[src/rtl/trim_pkg.sv]
// trim_pkg: shared types and defaults for the bandgap trim SAR controller.
// Latency: n/a (declarations only).
// Backpressure: n/a.
package trim_pkg;

  localparam int DEF_CODE_W      = 12;
  localparam int DEF_SETTLE_CYC  = 50000;
  localparam int DEF_LOAD_TO_CYC = 2000000;

  // Width of a counter that must reach the larger of two cycle limits.
  function automatic int cnt_width(input int a, input int b);
    int m;
    m = (a > b) ? a : b;
    return (m < 2) ? 1 : $clog2(m + 1);
  endfunction

  localparam int DEF_CNT_W = cnt_width(DEF_SETTLE_CYC, DEF_LOAD_TO_CYC);

  typedef enum logic [2:0] {
    ST_IDLE,
    ST_SET_BIT,
    ST_LOAD,
    ST_SETTLE,
    ST_SAMPLE,
    ST_APPLY,
    ST_FINISH
  } state_t;

endpackage

[src/rtl/trim_sar_ctrl_if.sv]
// trim_sar_ctrl_if: start/abort, comparator, loader handshake and result bundle.
// Latency: n/a (wiring only).
// Backpressure: loader stalls the controller by withholding LOAD_ACK.
interface trim_sar_ctrl_if
  import trim_pkg::*;
#(
  parameter int CODE_W = DEF_CODE_W
);
  logic              START;
  logic              ABORT;
  logic              CMP;
  logic              LOAD_REQ;
  logic [CODE_W-1:0] LOAD_CODE;
  logic              LOAD_ACK;
  logic              BUSY;
  logic              DONE;
  logic              ERR;
  logic [CODE_W-1:0] TRIM_RESULT;

  modport master (
    input  START, ABORT, CMP, LOAD_ACK,
    output LOAD_REQ, LOAD_CODE, BUSY, DONE, ERR, TRIM_RESULT
  );

  modport slave (
    output START, ABORT, CMP, LOAD_ACK,
    input  LOAD_REQ, LOAD_CODE, BUSY, DONE, ERR, TRIM_RESULT
  );
endinterface

[src/rtl/trim_sync2.sv]
// trim_sync2: two-flop synchronizer for a slow asynchronous status line.
// Latency: 2 clk cycles from input change to q.
// Backpressure: none.
module trim_sync2
  import trim_pkg::*;
(
  input  logic clk,
  input  logic rst_n,
  input  logic d,
  output logic q
);
  logic meta;

  // Two back-to-back flops to let a metastable first stage resolve.
  always_ff @(posedge clk) begin
    if (!rst_n) begin
      meta <= 1'b0;
      q    <= 1'b0;
    end else begin
      meta <= d;
      q    <= meta;
    end
  end
endmodule

[src/rtl/trim_sar_ctrl.sv]
// trim_sar_ctrl: MSB-first successive-approximation trim search; optional TRIM_MAJORITY_EN votes 2-of-3 comparator samples.
// Latency: START->DONE = 1 + CODE_W*(1 + handshake + SETTLE_CYC + 1 [+2*gap]) + handshake + 1 cycles.
// Backpressure: every trial code waits for LOAD_ACK; LOAD_TO_CYC cycles without it sets sticky ERR and returns to IDLE.
module trim_sar_ctrl
  import trim_pkg::*;
#(
  parameter int CODE_W      = DEF_CODE_W,
  parameter int SETTLE_CYC  = DEF_SETTLE_CYC,
  parameter int LOAD_TO_CYC = DEF_LOAD_TO_CYC
) (
  input logic             CLK50,
  input logic             RST_N,
  trim_sar_ctrl_if.master bus
);
  localparam int IDX_W = (CODE_W > 1) ? $clog2(CODE_W) : 1;
  localparam int CW    = cnt_width(SETTLE_CYC, LOAD_TO_CYC);

  state_t            state;
  logic [IDX_W-1:0]  idx;
  logic [CODE_W-1:0] code;
  logic [CODE_W-1:0] result;
  logic [CW-1:0]     cnt;
  logic [CW-1:0]     cnt_inc;
  logic              load_req;
  logic              busy;
  logic              done;
  logic              err;
  logic              cmp_s;
  logic              cmp_vote;
  logic              sample_last;

  trim_sync2 u_cmp_sync (
    .clk   (CLK50),
    .rst_n (RST_N),
    .d     (bus.CMP),
    .q     (cmp_s)
  );

  // Counter holds at all-ones instead of wrapping.
  assign cnt_inc = (cnt == {CW{1'b1}}) ? cnt : cnt + 1'b1;

`ifdef TRIM_MAJORITY_EN
  localparam int GAP = (SETTLE_CYC / 4 > 0) ? SETTLE_CYC / 4 : 1;
  // smp[1] = first sample (end of settle), smp[0] = second; cmp_s is the third.
  logic [1:0] smp;
  assign sample_last = (cnt == CW'(2 * GAP));
  assign cmp_vote    = (smp[1] & smp[0]) | (smp[1] & cmp_s) | (smp[0] & cmp_s);
`else
  assign sample_last = 1'b1;
  assign cmp_vote    = cmp_s;
`endif

  // Search sequencer: all outputs are registered here; ABORT overrides everything but reset.
  always_ff @(posedge CLK50) begin
    if (!RST_N) begin
      state    <= ST_IDLE;
      idx      <= IDX_W'(CODE_W - 1);
      code     <= '0;
      result   <= '0;
      cnt      <= '0;
      load_req <= 1'b0;
      busy     <= 1'b0;
      done     <= 1'b0;
      err      <= 1'b0;
`ifdef TRIM_MAJORITY_EN
      smp      <= '0;
`endif
    end else if (bus.ABORT) begin
      state    <= ST_IDLE;
      load_req <= 1'b0;
      busy     <= 1'b0;
      done     <= 1'b0;
    end else begin
      done <= 1'b0;
      case (state)
        ST_IDLE: begin
          // A START landing on the DONE cycle belongs to the finished search.
          if (bus.START && !done) begin
            code  <= '0;
            err   <= 1'b0;
            busy  <= 1'b1;
            idx   <= IDX_W'(CODE_W - 1);
            state <= ST_SET_BIT;
          end
        end
        ST_SET_BIT: begin
          code[idx] <= 1'b1;
          load_req  <= 1'b1;
          cnt       <= '0;
          state     <= ST_LOAD;
        end
        ST_LOAD, ST_APPLY: begin
          if (bus.LOAD_ACK) begin
            load_req <= 1'b0;
            cnt      <= '0;
            state    <= (state == ST_LOAD) ? ST_SETTLE : ST_FINISH;
          end else if (cnt >= CW'(LOAD_TO_CYC - 1)) begin
            err      <= 1'b1;
            busy     <= 1'b0;
            load_req <= 1'b0;
            state    <= ST_IDLE;
          end else begin
            cnt <= cnt_inc;
          end
        end
        ST_SETTLE: begin
          if (cnt >= CW'(SETTLE_CYC - 1)) begin
            cnt   <= '0;
            state <= ST_SAMPLE;
          end else begin
            cnt <= cnt_inc;
          end
        end
        ST_SAMPLE: begin
          if (sample_last) begin
            if (cmp_vote) code[idx] <= 1'b0;
            cnt <= '0;
            if (idx == '0) begin
              // Final code goes straight out; the cleared bit is visible with LOAD_REQ.
              load_req <= 1'b1;
              state    <= ST_APPLY;
            end else begin
              idx   <= idx - 1'b1;
              state <= ST_SET_BIT;
            end
          end else begin
`ifdef TRIM_MAJORITY_EN
            if (cnt == '0 || cnt == CW'(GAP)) smp <= {smp[0], cmp_s};
`endif
            cnt <= cnt_inc;
          end
        end
        ST_FINISH: begin
          result <= code;
          done   <= 1'b1;
          busy   <= 1'b0;
          state  <= ST_IDLE;
        end
        default: state <= ST_IDLE;
      endcase
    end
  end

  assign bus.LOAD_REQ    = load_req;
  assign bus.LOAD_CODE   = code;
  assign bus.BUSY        = busy;
  assign bus.DONE        = done;
  assign bus.ERR         = err;
  assign bus.TRIM_RESULT = result;
endmodule

[src/flat_wrapper.sv]
// flat-port wrapper written by rule: the top's interface ports become plain ports
module trim_sar_ctrl_flat import trim_pkg::*;
#(
  parameter int CODE_W      = DEF_CODE_W,
  parameter int SETTLE_CYC  = DEF_SETTLE_CYC,
  parameter int LOAD_TO_CYC = DEF_LOAD_TO_CYC
)
  (CLK50, RST_N, bus_START, bus_ABORT, bus_CMP, bus_LOAD_ACK, bus_LOAD_REQ, bus_LOAD_CODE, bus_BUSY, bus_DONE, bus_ERR, bus_TRIM_RESULT);
  trim_sar_ctrl_if #(.CODE_W(CODE_W)) bus_i ();
  input logic CLK50;
  input logic RST_N;
  input wire logic [$bits(bus_i.START)-1:0] bus_START;
  input wire logic [$bits(bus_i.ABORT)-1:0] bus_ABORT;
  input wire logic [$bits(bus_i.CMP)-1:0] bus_CMP;
  input wire logic [$bits(bus_i.LOAD_ACK)-1:0] bus_LOAD_ACK;
  output wire logic [$bits(bus_i.LOAD_REQ)-1:0] bus_LOAD_REQ;
  output wire logic [$bits(bus_i.LOAD_CODE)-1:0] bus_LOAD_CODE;
  output wire logic [$bits(bus_i.BUSY)-1:0] bus_BUSY;
  output wire logic [$bits(bus_i.DONE)-1:0] bus_DONE;
  output wire logic [$bits(bus_i.ERR)-1:0] bus_ERR;
  output wire logic [$bits(bus_i.TRIM_RESULT)-1:0] bus_TRIM_RESULT;
  assign bus_i.START = bus_START;
  assign bus_i.ABORT = bus_ABORT;
  assign bus_i.CMP = bus_CMP;
  assign bus_i.LOAD_ACK = bus_LOAD_ACK;
  assign bus_LOAD_REQ = bus_i.LOAD_REQ;
  assign bus_LOAD_CODE = bus_i.LOAD_CODE;
  assign bus_BUSY = bus_i.BUSY;
  assign bus_DONE = bus_i.DONE;
  assign bus_ERR = bus_i.ERR;
  assign bus_TRIM_RESULT = bus_i.TRIM_RESULT;
  trim_sar_ctrl #(.CODE_W(CODE_W), .SETTLE_CYC(SETTLE_CYC), .LOAD_TO_CYC(LOAD_TO_CYC)) u_core (.CLK50(CLK50), .RST_N(RST_N), .bus(bus_i));
endmodule
[config.mk]
export PLATFORM = sky130hd
export DESIGN_NAME = trim_sar_ctrl_flat
export DESIGN_NICKNAME = d
export VERILOG_FILES = /design/src/rtl/trim_pkg.sv /design/src/rtl/trim_sar_ctrl_if.sv /design/src/rtl/trim_sync2.sv /design/src/rtl/trim_sar_ctrl.sv /design/src/flat_wrapper.sv
export SDC_FILE = /design/constraint.sdc
export NUM_CORES = 1
export LEC_CHECK = 0
export CAP_MARGIN = 20
export CORE_MARGIN = 5
export CORE_UTILIZATION = 50
export DETAILED_ROUTE_END_ITERATION = 10
export PLACE_DENSITY = 0.77
export RECOVER_POWER = 100
export SETUP_SLACK_MARGIN = 0.15
export SLEW_MARGIN = 20
export SYNTH_ARGS = -nofsm -noshare
export SYNTH_HDL_FRONTEND = slang
export SYNTH_HIERARCHICAL = 1
export SYNTH_SLANG_ARGS = --single-unit
[constraint.sdc]
create_clock -name CLK50 -period 3.1 [get_ports CLK50]
set_input_delay 0.775 -clock CLK50 [delete_from_list [all_inputs] [get_ports CLK50]]
set_output_delay 0.775 -clock CLK50 [all_outputs]
set_load 0.05 [all_outputs]
# == Yosys cells after proc, flatten, opt, wreduce, memory -nomap -nowiden ==
# Cells that the tools add are included.
# totals
ff_bits,58
in_bits,6
out_inout_bits,28
wordCells,92
# classes
add_sub_neg,2
magnitude_cmp,4
eq_ne,16
muxes,32
bitwise_logic,5
n_reduce_logical,22
# op_table
cell,n
2-to-1 mux 21 bit,4
case mux 21 bit (3 select lines),1
case mux 12 bit (3 select lines),1
2-to-1 mux 12 bit,2
"adder 21 x 1 -> 21 bit, second input constant",1
"== test 21 bit, second input constant",1
">= comparator 21 x 16 -> 1 bit, second input constant",1
">= comparator 21 bit, second input constant",1
2-to-1 mux 3 bit,6
case mux 3 bit (5 select lines),1
bitwise AND 12 bit,1
inverter 12 bit,1
OR 12 bit,1
AND reduction 4 bit,3
nonzero test 3 bit,4
2-to-1 mux 1 bit,10
"== test 3 bit, second input constant",3
AND reduction 3 bit,3
2-to-1 mux 4 bit,2
"inequality test 2 x 1 -> 1 bit, second input constant",4
case mux 4 bit (2 select lines),1
"== test 3 x 2 -> 1 bit, second input constant",2
"inequality test 2 bit, second input constant",3
case mux 1 bit (3 select lines),2
17 further kinds,22

# == Logic depth before layout (Yosys ltp) ==
# logic_depth
depth_word,8
depth_mapped,9
ltp_nobuf,7

# == Modules after synthesis ==
# Netlist, hierarchy kept.
# modules_own_cells
module,instances,cells_per_inst,area_per_inst_um2,seq_area_each_um2
trim_sar_ctrl,1,403,3144.3,1121.1
trim_sync2,1,4,52.6,40.0

# == Worst setup path before layout ==
# OpenSTA, ideal clock, no wires.
# synth_path
path_kind,register to register
start,reg u_core.cnt[16]
end,reg u_core.cnt[1]
setup_time_ns,0.070
t_arrival_ns,2.366
required_time_ns,3.030
path_slack_ns,0.664
path_stages_with_launch,8
path_buffers,1
period_less_slack_ns,2.436
path_cell_list,dfxtp_1 > buf_6 > or4_1 > or4_1 > a41oi_2 > a21oi_2 > or4_1 > a21boi_1
# synth_between
elab_chain_len,5
word_cells_on_any_way,10
classes_between,order compare: 2; eq/ne: 2; mux: 5; reduce/logical: 1
# synth_rtl
item,line_no,rtl
"start, declared",trim_sar_ctrl.sv:22,logic [CW-1:0] cnt;
"start signal, assigned",trim_sar_ctrl.sv:103,cnt <= cnt_inc;
"start signal, assigned",trim_sar_ctrl.sv:111,cnt <= cnt_inc;
"start signal, assigned",trim_sar_ctrl.sv:130,cnt <= cnt_inc;
"parallel branches: the longest is 5 deep, another holds >= comparator 21 bit",n/a,
# Several ways; the timed one is not identified. The select of a mux whose other input is x is not followed.
# A chain may end at the register's enable or synchronous reset.

# == Worst setup path in the final report ==
# layout_path
start,reg u_core.cnt[16]
end,reg u_core.cnt[8]
# The elaborated chain is that of the path after synthesis.

==> impl_metrics.py <==
metrics = {
    "drt": {
        "wl_per_cell_um": 16.06,
        "wl_mm": 8.238,
        "drtIter0Drc": 262,
        "vias": 3139,
        "drc": 0,
        "avgViaCountPerCell": 6.119,
        "ant_nets": 0,
        "detail_route.first_pass.iterations": 5,
    },
    "global_route": {
        "grt_pass1_wl_mm": 14.10,
        "grt_overflow": 0,
        "grt_max_degree": 40,
        "antenna_found_initial": 0,
        "grt_pass1_vias": 2894,
        "grt.total_usage_pct": 20.52,
    },
    "worst_setup_path": {
        "path_class": "flop to flop",
        "required_ps": 3330,
        "crit_slowest_cell": "or4_1",
        "crit_fanout": 12,
        "cp_common_cell": "or4_1",
        "path_cells": "or4_1 -> or4_1 -> a41oi_1 -> a21o_2 -> nand3_2 -> o32ai_1",
        "startpoint_type": "flop",
        "slowest_delay_ps": 540,
        "path_buf_inv": 0,
        "worstPathArrival_ps": 3050,
        "cp_top_family": "simple AND/OR/NAND/NOR gates",
        "end_kind": "flop",
    },
    "floorplan": {
        "io_pins": 34,
        "die-area_um2": 8093,
        "die_x_um": 89.96,
        "die_h_um": 89.96,
        "core_area_um2": 6277,
        "start_util_pct": 50.93,
        "num_rows": 29,
    },
    "worst_hold_path": {
        "worstHoldPathType": "flop to flop",
    },
    "clocking": {
        "cts_setup_buffers": 0,
        "clk_path_buf_depth": 2,
        "clk_latency_ps": 340,
        "cts_hold_buf": 0,
        "cts_sinks": 58,
        "numCtsBuffers": 9,
        "clk_pin_slew_ps": 70,
        "cts_tree": "done",
        "cts_resized": 0,
        "cts_max_level": 3,
        "cts_root_buf": "clkbuf_8",
    },
    "layout": {
        "layout-drive-gt1-share_pct": 8.257,
        "fin_nets": 444,
        "antennaDiodeCount": 0,
        "synthToLayoutAreaGrowth_pct": 18.28,
        "finish.utilization_pct": 60.24,
        "nFillCells": 569,
    },
    "power": {
        "p_leak_nw": 1.378,
        "ir_worst_vdd_v": 0.0003131,
        "pwr-share-clk_pct": 49.2,
        "combPwrFrac_pct": 7.0,
        "power_frac_seq_pct": 43.8,
        "switchingPower_mw": 0.3903,
        "internal-power_mw": 1.343,
        "switching_share_pct": 22.52,
        "powerDensity_nw_per_um2": 458.4,
    },
    "yosys": {
        "synthesis.nets": 419,
        "synth_seq_area_share_pct": 36.32,
        "synth.area.top_cells": "dfxtp_1 (36%), nand2_1 (6.5%), a21oi_1 (5.0%)",
        "synth-edff-count": 0,
        "synth_top_area_share_pct": 36.32,
        "synthMuxAreaShare_pct": 0.3523,
        "yosys.area.top_type": "dfxtp_1",
        "synth_flop_cell": "dfxtp_1",
        "synth-simple-area-share_pct": 27.32,
        "syn-cell-area_um2": 3197,
        "synthCells": 407,
        "yosys-top-cells-count": "dfxtp_1 (58), nand2_1 (55), a21oi_1 (32)",
        "synthArstFlopShare_pct": 0,
        "synth_top_family_by_area": "compound AO/OA/AOI/OAI gates",
        "yosysUniqueCellTypes": 56,
        "synth_xor_area_share_pct": 0.5479,
        "synth_warnings": 6,
        "synth_fa_ha_area_share_pct": 2.348,
        "avgSynthCellArea_um2": 7.855,
        "synth-compound-area-share_pct": 28.02,
        "yosysMostFrequentCell": "dfxtp_1",
        "synth-seq-cells": 58,
    },
    "sta": {
        "fmax_mhz": 355.5,
        "drv_slew": 0,
        "tns_ps": 0,
        "rsz0062_at_grt": "no",
        "relSlewSlack_pct": 5.599,
        "setup_viol": 0,
        "fin_hold_ws_ps": 457.1,
        "min_period_ps": 2813,
        "finClkSkew_ps": 8.958,
        "period_share_pct": 90.73,
        "hold_viol_final": 0,
        "worst_slew_pin_slew_ps": 1416,
    },
    "place": {
        "dp_hpwl_mm": 5.610,
        "gp_congestion": 0.9372,
        "port_buffers": 33,
    },
    "outcome": {
        "outcome": "completed",
    },
    "job": {
        "cap_violations": 0,
    },
}
## power groups by stage
stage | Clock (mW) | Sequential [mW] | Combinational, mW
2_1_floorplan | 0 | 0.781 | 0.0792
3_3_place_gp | 0 | 0.776 | 0.118
3_5_place_dp | 0 | 0.776 | 0.120
4_1_cts | 0.869 | 0.759 | 0.121
5_1_grt | 0.905 | 0.760 | 0.133
6_report | 0.853 | 0.759 | 0.121
## cells in the final DEF, fill, tap and decap left out, types with 8 or more instances in the layout
master          n
a211oi_1       13
clkbuf_8       10
inv_1          11
o32ai_1         8
nand3_1        13
nor3_1         10
dfxtp_1        58
a21oi_1        32
o21ai_0        20
nor2_1         25
a21boi_0       18
nand2_1        55
dlygate4sd3_1  29
nor2b_1        10
nand4_1        11
## registers in the layout (all words and copies together), names as in the netlist
register	flops
u_core/bus.ERR	1
u_core/u_cmp_sync/meta	1
u_core/u_cmp_sync/q	1
u_core/bus.BUSY	1
u_core/bus.TRIM_RESULT	12
u_core/bus.LOAD_REQ	1
u_core/cnt	21
u_core/state	3
u_core/bus.DONE	1
u_core/idx	4
u_core/bus.LOAD_CODE	12
## cells by family (layout without fill, tap and decap cells)
group	Yosys count	in the layout
adder cells (fa/ha/maj)	6	6
AO/OA/AOI/OAI	130	130
XOR/XNOR	2	2
AND/OR/NAND/NOR	171	171
multiplexers	1	1
flip-flops	58	58
buffers and inverters	39	68
## path summary, 6_finish.rpt
path                                              from                  end  slack [ps]  cells after the start
worst max register to register          u_core/cnt[16]        u_core/cnt[8]         290                      6
worst max-delay path                    u_core/cnt[16]        u_core/cnt[8]         290                      6
worst min register to register  u_core/u_cmp_sync/meta  u_core/u_cmp_sync/q         460                      1
worst min-delay path            u_core/u_cmp_sync/meta  u_core/u_cmp_sync/q         460                      1
## metal layers
| layer | part of all wire [%] | vias up | routed length (um) | global-route usage [%] |
|---|---|---|---|---|
| met5 | 0 | - | 0 | 0 |
| met3 | 6.2 | 11 | 508 | 4.508 |
| li1 | - | 1550 | - | - |
| met1 | 48 | 1460 | 3931 | 29.73 |
| met2 | 45 | 118 | 3720 | 29.94 |
| met4 | 0.95 | 0 | 78 | 7.072 |
## worst reg2reg max path: cells and delay by family, from the launching register on
kind / cells / cell delay, ps
AO/OA/AOI/OAI: 3 / 990
flip-flops: 1 / 400
AND/OR/NAND/NOR: 3 / 1330
## metrics by stage
stage / std cells / instance area (um^2) / setup slack (ps) / power (mW)
6_report: 513 / 3781 / 287.3 / 1.733
5_1_grt: 513 / 3781 / 150.4 / 1.799
4_1_cts: 513 / 3810 / 398.8 / 1.750
3_5_place_dp: 498 / 3570 / 233.9 / 0.8959
3_3_place_gp: 498 / 3570 / 322.0 / 0.8944
2_1_floorplan: 407 / 3197 / 664.0 / 0.8600
## cell type report
class / count / area, um^2 / area share [%]
Tap cell: 77 / 96.34 / 2.548
Timing Repair Buffer: 42 / 376.6 / 9.960
Inverter: 11 / 41.29 / 1.092
Clock inverter: 5 / 102.6 / 2.713
Multi-Input combinational cell: 310 / 1866 / 49.34
Clock buffer: 10 / 137.6 / 3.640
Sequential cell: 58 / 1161 / 30.71
No activity file was read; power rests on OpenSTA's default activity.
